--- src/rtl/stream_seq_ctrl.sv ---
// stream_seq_ctrl
// Start/done sequencer for a pipelined datapath. A run of len_i items issues
// consecutive read addresses, follows each item through a STAGES-deep valid
// pipeline and issues the matching write-back. done_o pulses once the last
// item has been written. stall_i freezes issue and the pipeline for a cycle.
// abort_i drops the run without a done_o pulse.
module stream_seq_ctrl #(
    parameter int                ADDR_W  = 8,
    parameter int                LEN_W   = 8,
    parameter int                STAGES  = 3,
    parameter logic [ADDR_W-1:0] RD_BASE = {ADDR_W{1'b0}},
    parameter logic [ADDR_W-1:0] WR_BASE = {ADDR_W{1'b0}}
) (
    input  logic              clk_i,
    input  logic              rstn_i,
    input  logic              start_i,
    input  logic [LEN_W-1:0]  len_i,
    input  logic              stall_i,
    input  logic              abort_i,
    output logic              busy_o,
    output logic              done_o,
    output logic              rd_en_o,
    output logic [ADDR_W-1:0] rd_addr_o,
    output logic [STAGES-1:0] stage_vld_o,
    output logic              wr_en_o,
    output logic [ADDR_W-1:0] wr_addr_o
);

    typedef enum logic [1:0] {
        ST_IDLE  = 2'd0,
        ST_RUN   = 2'd1,
        ST_DRAIN = 2'd2,
        ST_DONE  = 2'd3
    } state_e;

    localparam logic [LEN_W-1:0]  LEN_ZERO = {LEN_W{1'b0}};
    localparam logic [LEN_W-1:0]  LEN_ONE  = LEN_W'(1'b1);
    localparam logic [STAGES-1:0] VLD_ZERO = {STAGES{1'b0}};

    state_e            state_q;
    logic [LEN_W-1:0]  len_q;
    logic [LEN_W-1:0]  rd_cnt_q;
    logic [LEN_W-1:0]  wr_cnt_q;
    logic [STAGES-1:0] stage_vld_q;

    logic rd_fire;
    logic wr_fire;
    logic last_rd;
    logic last_wr;

    // Issue/retire strobes and "this is the final item" detection.
    always_comb begin
        rd_fire = 1'b0;
        wr_fire = 1'b0;
        last_rd = 1'b0;
        last_wr = 1'b0;
        if (state_q == ST_RUN) begin
            rd_fire = ~stall_i;
        end else begin
            rd_fire = 1'b0;
        end
        wr_fire = stage_vld_q[STAGES-1] & ~stall_i;
        last_rd = (rd_cnt_q == (len_q - LEN_ONE));
        last_wr = (wr_cnt_q == (len_q - LEN_ONE));
    end

    // Valid pipeline: shifts one stage per unstalled cycle, holds on stall.
    always_ff @(posedge clk_i or negedge rstn_i) begin
        if (!rstn_i) begin
            stage_vld_q <= VLD_ZERO;
        end else if (abort_i) begin
            stage_vld_q <= VLD_ZERO;
        end else if (!stall_i) begin
            stage_vld_q[0] <= rd_fire;
            for (int k = 1; k < STAGES; k++) begin
                stage_vld_q[k] <= stage_vld_q[k-1];
            end
        end else begin
            stage_vld_q <= stage_vld_q;
        end
    end

    // Run FSM with the length latch and the read/write item counters.
    always_ff @(posedge clk_i or negedge rstn_i) begin
        if (!rstn_i) begin
            state_q  <= ST_IDLE;
            len_q    <= LEN_ZERO;
            rd_cnt_q <= LEN_ZERO;
            wr_cnt_q <= LEN_ZERO;
        end else if (abort_i) begin
            state_q  <= ST_IDLE;
            len_q    <= LEN_ZERO;
            rd_cnt_q <= LEN_ZERO;
            wr_cnt_q <= LEN_ZERO;
        end else begin
            case (state_q)
                ST_IDLE: begin
                    if (start_i) begin
                        len_q    <= len_i;
                        rd_cnt_q <= LEN_ZERO;
                        wr_cnt_q <= LEN_ZERO;
                        // An empty run still reports completion.
                        if (len_i == LEN_ZERO) begin
                            state_q <= ST_DONE;
                        end else begin
                            state_q <= ST_RUN;
                        end
                    end else begin
                        state_q <= ST_IDLE;
                    end
                end
                ST_RUN: begin
                    if (rd_fire) begin
                        rd_cnt_q <= rd_cnt_q + LEN_ONE;
                        if (last_rd) begin
                            state_q <= ST_DRAIN;
                        end else begin
                            state_q <= ST_RUN;
                        end
                    end else begin
                        state_q <= ST_RUN;
                    end
                    // Early items retire while later ones are still issuing.
                    if (wr_fire) begin
                        wr_cnt_q <= wr_cnt_q + LEN_ONE;
                    end else begin
                        wr_cnt_q <= wr_cnt_q;
                    end
                end
                ST_DRAIN: begin
                    if (wr_fire) begin
                        if (last_wr) begin
                            state_q  <= ST_DONE;
                            rd_cnt_q <= LEN_ZERO;
                            wr_cnt_q <= LEN_ZERO;
                        end else begin
                            state_q  <= ST_DRAIN;
                            wr_cnt_q <= wr_cnt_q + LEN_ONE;
                        end
                    end else begin
                        state_q <= ST_DRAIN;
                    end
                end
                ST_DONE: begin
                    state_q  <= ST_IDLE;
                    rd_cnt_q <= LEN_ZERO;
                    wr_cnt_q <= LEN_ZERO;
                end
                default: begin
                    state_q  <= ST_IDLE;
                    len_q    <= LEN_ZERO;
                    rd_cnt_q <= LEN_ZERO;
                    wr_cnt_q <= LEN_ZERO;
                end
            endcase
        end
    end

    // Output decode; addresses wrap modulo 2^ADDR_W.
    always_comb begin
        busy_o      = (state_q != ST_IDLE);
        done_o      = (state_q == ST_DONE);
        rd_en_o     = rd_fire;
        wr_en_o     = wr_fire;
        rd_addr_o   = RD_BASE + ADDR_W'(rd_cnt_q);
        wr_addr_o   = WR_BASE + ADDR_W'(wr_cnt_q);
        stage_vld_o = stage_vld_q;
    end

endmodule

--- config.mk ---
export PLATFORM = sky130hd
export DESIGN_NAME = stream_seq_ctrl
export DESIGN_NICKNAME = d
export VERILOG_FILES = /design/src/rtl/stream_seq_ctrl.sv
export SDC_FILE = /design/constraint.sdc
export NUM_CORES = 1
export LEC_CHECK = 0
export ABC_AREA = 0
export BUFFER_PORTS_ARGS = -buffer_cell sky130_fd_sc_hd__buf_2
export CAP_MARGIN = 10
export CORE_MARGIN = 2
export CORE_UTILIZATION = 45
export DETAILED_ROUTE_END_ITERATION = 12
export GPL_ROUTABILITY_DRIVEN = 1
export PLACE_DENSITY_LB_ADDON = 0.1
export SLEW_MARGIN = 30
export SYNTH_ARGS = -nofsm -noshare
export SYNTH_HDL_FRONTEND = slang
export SYNTH_SLANG_ARGS = --single-unit
--- constraint.sdc ---
create_clock -name clk_i -period 3 [get_ports clk_i]
set_input_delay 0.45 -clock clk_i [delete_from_list [all_inputs] [get_ports clk_i]]
set_output_delay 0.45 -clock clk_i [all_outputs]
set_load 0.02 [all_outputs]
==> metrics, run 1 <==
status=finished, final reports clean; critical path arrival=3000 ps; Mapped Nets=280; Vias=2,132; largest net degree at the start of global routing=30; Clock Latency Late Sink=290 ps; CTS tree=done; Synth warnings=0; RePlAce Congestion=0.889; Iter 0 DRT Violations=126; Clk Tree Root Cell=clkbuf_8; global-route wire length before repair=9.18 mm; Peak Freq=0.360 GHz; clk buf depth=2; TritonRoute pass-1 iters=4; final worst setup slack=225 ps; Final Max Tran Viols=0; number of global-route vias before repair=1,871; # setup viols final=0; Sw Share=42.7%; synth unique cells=55; VDD IR max=0.277 mV; Post-Syn Area per Cell=8.52 um2; Remaining DRCs=0; dpl ws=236 ps; CORE AREA=4720 um2; combinational power share=45.2%; Internal=855 uW; hold buffers post-CTS=0; share of post-route cells with drive strength above 1=19.5%; largest family of logic cells by synthesized area=simple AND/OR/NAND/NOR gates; Syn Inst Count=260; final hold vios=0; post-synthesis sequential area ratio=32.7%; Crit Path Category=flop to flop; post-route ant nets=0; setup_tns=0 ps; H-Tree Depth=2; Clk pwr share=21.2%; n_diodes=0; fin crit period=2780 ps; Die Ht=74.2 um; row cnt=25; Synth Area in Simple Gates=28.7%; CTS sink count=29; Slew headroom=56.1%; adder-cell share of the synthesized area=3.95%; Worst-path clk slew=70 ps; pwr dens=591 nW/um2; Area Overhead vs Synth=13.8%; GR Overflow Total=0; total CTS buffers=5; Yosys reg bits=29; PostCTS Resize Cnt=0; DR vias/cell=5.94; Final Cycle Share=92.5%; final WL=5.56 mm; final net count=311; EDFF count, synth=0; mux cell area share after synthesis=1.36%; die area=5500 um2; Synth Cell Area=2220 um2; Crit. End Element=flop; post-DP HPWL=4.10 mm; Post-synth ARST share=100%; switching pwr=636 uW; Synth Area in XOR/XNOR=5.53%; Max-cap violations=0; Fillers=460; drt wl/cell=15.5 um; worst slew pin tran=658 ps; Seq pwr share=33.7%; unrepaired setup endpoints after global routing=no; worst hold path class=input pin to asynchronous set/reset pin; top_reg_cell synth=dfrtp_1; postcts setup bufs=0; static leakage=1.14 nW; GRT Total Usage=22.0%; Critical Path RT=3230 ps; initial antenna violation count=0; chip width=74.2 um; Initial Util=46.9%; Port Buffers=35; CP Max Fanout=12; I/O Pins=36; crit start category=flop; Synth Area in Compound Gates=22.6%; Final Skew=6.70 ps
cell type report:
class / count / area (um2) / area share [%]
Sequential cell: 29 / 726 / 28.8
Clock buffer: 8 / 80.1 / 3.18
Inverter: 11 / 41.3 / 1.64
Tap cell: 67 / 83.8 / 3.33
Multi-Input combinational cell: 204 / 1380 / 54.6
Timing Repair Buffer: 40 / 213 / 8.44
per-stage QoR:
step           total power [mW]  cells  hold slack, ps  area, um2  util (%)
2_1_floorplan             0.999    260             154       2220         -
3_3_place_gp               1.18    351             522       2440      51.7
3_5_place_dp               1.18    351             529       2440      51.7
4_1_cts                    1.50    359             222       2520      53.4
5_1_grt                    1.61    359             254       2520      53.4
6_report                   1.49    359             183       2520      53.4
cells by family (layout without fill, tap and decap cells):
kind of cell    after synthesis  count (layout)
simple gates                110             110
compound gates               70              70
flops                        29              29
buf+inv                      27              59
xor+xnor                     14              14
fa+ha+maj                     7               7
mux                           3               3
final timing paths:
kind	from	to	slack [ps]	cells past startpoint
setup / recovery	len_q[0]	rd_cnt_q[5]	220	8
hold / removal	rstn_i	rd_cnt_q[7]	180	1
setup reg to reg	len_q[0]	rd_cnt_q[5]	220	8
hold reg to reg	stage_vld_o[1]	stage_vld_o[2]	550	2
max in group asynchronous	rstn_i	len_q[7]	2370	1
min in group clk_i	len_i[6]	len_q[6]	420	3
cells in the mapped netlist (5+ instances only):
cell type / number / area share, %
dfrtp_1: 29 / 33
nand2_1: 22 / 3.7
nand3_1: 20 / 4.5
a21oi_1: 15 / 3.4
a31oi_1: 15 / 4.2
clkbuf_1: 12 / 2.0
inv_1: 11 / 1.9
xnor2_1: 11 / 4.3
nor2_1: 10 / 1.7
or4_1: 9 / 3.0
ha_1: 7 / 4.0
nand2b_1: 7 / 2.0
and3_1: 6 / 1.7
nand3b_1: 6 / 2.0
o21ai_0: 5 / 1.1
metal layers:
metal | wire (um) | track usage (%)
met1 | 2590 | 30.7
met2 | 2690 | 33.6
met3 | 207 | 4.61
met4 | 72 | 7.88
met5 | 0 | 0
placed cells by master (no fill, tap or decap), types with 6 or more instances in the layout:
master and instances:
nand3_1 20, xnor2_1 11, nand3b_1 6, dfrtp_1 29, nand2b_1 7, a31oi_1 15
ha_1 7, nand2_1 22, buf_2 35, a21oi_1 15, nor2_1 10, and3_1 6
or4_1 9, inv_1 11
worst max-delay path, stage by stage, from the launching register on:
cell and delay, ps:
dfrtp_1 490, inv_1 100, ha_1 240, nor3b_2 370, xnor2_1 150, nor4_2 350, nand4_2 350, or4_1 570
nand3_1 90
registers in the layout, indices dropped and copies added, names as in the netlist:
signal       count
state_q          2
rd_cnt_q         8
len_q            8
wr_cnt_q         8
stage_vld_o      3
power groups by stage:
stage                     logic [mW]  registers (mW)  clock network [mW]
after floorplan                0.512           0.487                   0
after global placement         0.669           0.508                   0
after detailed placement       0.672           0.509                   0
after CTS                      0.677           0.502               0.325
after global routing           0.749           0.514               0.344
final                          0.673           0.502               0.315
Power figures use the tool's default switching activity.
==> run 2: changes to the inputs <==
--- a/config.mk
+++ b/config.mk
@@ -5,7 +5,7 @@
 export SDC_FILE = /design/constraint.sdc
 export NUM_CORES = 1
 export LEC_CHECK = 0
-export ABC_AREA = 0
+export ABC_AREA = 1
 export BUFFER_PORTS_ARGS = -buffer_cell sky130_fd_sc_hd__buf_2
 export CAP_MARGIN = 10
 export CORE_MARGIN = 2
==> metrics, run 2 <==
status=finished, final reports clean; initial antenna violation count=0; worst slew pin tran=689 ps; Worst-path clk slew=60 ps; H-Tree Depth=2; EDFF count, synth=0; post-synthesis sequential area ratio=34.5%; CP Max Fanout=11; chip width=72.3 um; postcts setup bufs=0; Yosys reg bits=29; DR vias/cell=5.06; synth unique cells=26; most numerous cell in the Yosys netlist=nand2_1; mux cell area share after synthesis=0%; VDD IR max=0.261 mV; CP dominant cell by count=inv_1; CORE AREA=4410 um2; Clock Latency Late Sink=280 ps; largest net degree at the start of global routing=30; Max-cap violations=0; Critical Path RT=3220 ps; PostCTS Resize Cnt=0; share of post-route cells with drive strength above 1=16.9%; RePlAce Congestion=0.942; Synth Cell Area=2100 um2; Multi-input gate area=1200 um2; top_reg_cell synth=dfrtp_1; number of global-route vias before repair=1,906; Initial Util=47.6%; Clk Tree Root Cell=clkbuf_8; Iter 0 DRT Violations=101; critical path arrival=2460 ps; commonest non-fill, non-tap cell in the layout=nand2_1; crit start category=flop; most frequent cells in the layout=97 x nand2_1, 47 x nand3_1, 38 x inv_1, 35 x buf_2, 32 x nor2_1; Vias=2,035; register area=726 um2; # setup viols final=0; final hold vios=0; row cnt=24; Synth area leader=dfrtp_1; Final Max Tran Viols=0; hold buffers post-CTS=0; worst hold path class=input pin to asynchronous set/reset pin; static leakage=1.31 nW; Post-Syn Area per Cell=6.76 um2; Slew headroom=54.1%; Port Buffers=35; TritonRoute pass-1 iters=6; Post-synth ARST share=100%; Synth Area in Compound Gates=4.29%; Crit Path Category=flop to flop; Synth warnings=0; Final Cycle Share=74.8%; Peak Freq=0.445 GHz; drt wl/cell=12.9 um; dpl cells=394; total CTS buffers=5; GR Overflow Total=0; fin crit period=2240 ps; unrepaired setup endpoints after global routing=no; Area Overhead vs Synth=15.5%; Synth Area in XOR/XNOR=3.75%; n_diodes=0; Synth top area share=34.5%; CTS sink count=29; GRT Total Usage=21.8%; Slowest cell on crit path=nor2_1; Synth Area in Simple Gates=44.8%; largest family of logic cells by synthesized area=simple AND/OR/NAND/NOR gates; final net count=369; top flop regs=len_q: 8 flops, rd_cnt_q: 8 flops, wr_cnt_q: 8 flops; Remaining DRCs=0; I/O Pins=36; Max stage delay on crit path=580 ps; Syn Inst Count=311; global-route wire length before repair=8.80 mm; adder-cell share of the synthesized area=4.17%; post-route insts no fill=402; Die Ht=72.3 um; clk buf depth=2; largest cells by area after synthesis=dfrtp_1 35%, nand2_1 17%, nand3_1 11%; post-route ant nets=0; Fillers=457; die area=5230 um2; Final Skew=3.29 ps; Crit. End Element=flop; final WL=5.18 mm; CTS tree=done; post-DP HPWL=4.02 mm; Mapped Nets=331; setup_tns=0 ps; pwr dens=494 nW/um2; crit-path cells=inv_1, ha_1, inv_1, nor2_1, inv_1, o211ai_2, nor2_1, nand3_1, nand2_1; Post-synth top cells=97 x nand2_1, 47 x nand3_1, 38 x inv_1
==> run 2: cell types whose count changed after synthesis, moves of 15 or more <==
cell / before / now
a21oi_1: 15 / 0
a31oi_1: 15 / 0
inv_1: 11 / 38
nand2_1: 22 / 97
nand3_1: 20 / 47
nor2_1: 10 / 32
==> run 2: power by group <==
part | leakage, nW | switching [mW] | internal [mW] | total (mW)
Combinational | 0.854 | 0.276 | 0.120 | 0.396
Sequential | 0.399 | 0.0282 | 0.413 | 0.441
Clock | 0.0542 | 0.154 | 0.207 | 0.361
Total | 1.31 | 0.458 | 0.740 | 1.20
==> run 2: cell families (layout without fill, tap and decap cells) <==
family | after synthesis | in the layout
AO/OA/AOI/OAI | 15 | 15
XOR/XNOR | 9 | 9
adder cells (fa/ha/maj) | 7 | 7
buffers and inverters | 46 | 85
flip-flops | 29 | 29
AND/OR/NAND/NOR | 205 | 205
==> run 2: area by class of cell <==
type	instances	share of cell area, %
clock inverter	1	0.206
multi-input combinational	236	49.4
tap	52	2.68
sequential	29	29.9
clock buffer	7	3.97
inverter	41	6.34
timing repair buffer	36	7.53
==> run 2: worst max-delay path, delay by kind of cell (launching register included) <==
kind / cells / cell delay, ps
flops: 1 / 380
buf+inv: 3 / 460
simple gates: 4 / 900
fa+ha+maj: 1 / 200
compound gates: 1 / 230
==> run 2: final timing paths <==
check                             from     endpoint  slack [ps]  cells after the start
setup / recovery            state_q[1]  wr_cnt_q[6]         760                      9
hold reg to reg            rd_cnt_q[3]  rd_cnt_q[3]         550                      2
hold / removal                  rstn_i     len_q[3]         210                      1
setup reg to reg            state_q[1]  wr_cnt_q[6]         760                      9
min in group clk_i            len_i[3]     len_q[3]         430                      3
max in group asynchronous       rstn_i  rd_cnt_q[5]        2350                      1
==> run 2: layer usage <==
metal	up-vias	share of wire, %	track usage [%]
met5	-	0	0
met4	0	2.3	8.60
met3	11	4.4	4.17
met2	46	46	35.5
met1	909	48	28.6
li1	1069	-	-
==> run 2: per-stage QoR <==
step                      total power [mW]  cell area [um2]  worst slack (ps)  hold WS, ps  utilization, %
after floorplan                      0.738             2100              1050          154               -
after global placement               0.845             2330               826          525            52.7
after detailed placement             0.846             2330               784          526            52.7
after CTS                             1.21             2430               766          227            55.0
after global routing                  1.28             2430               541          268            55.0
final                                 1.20             2430               755          207            55.0
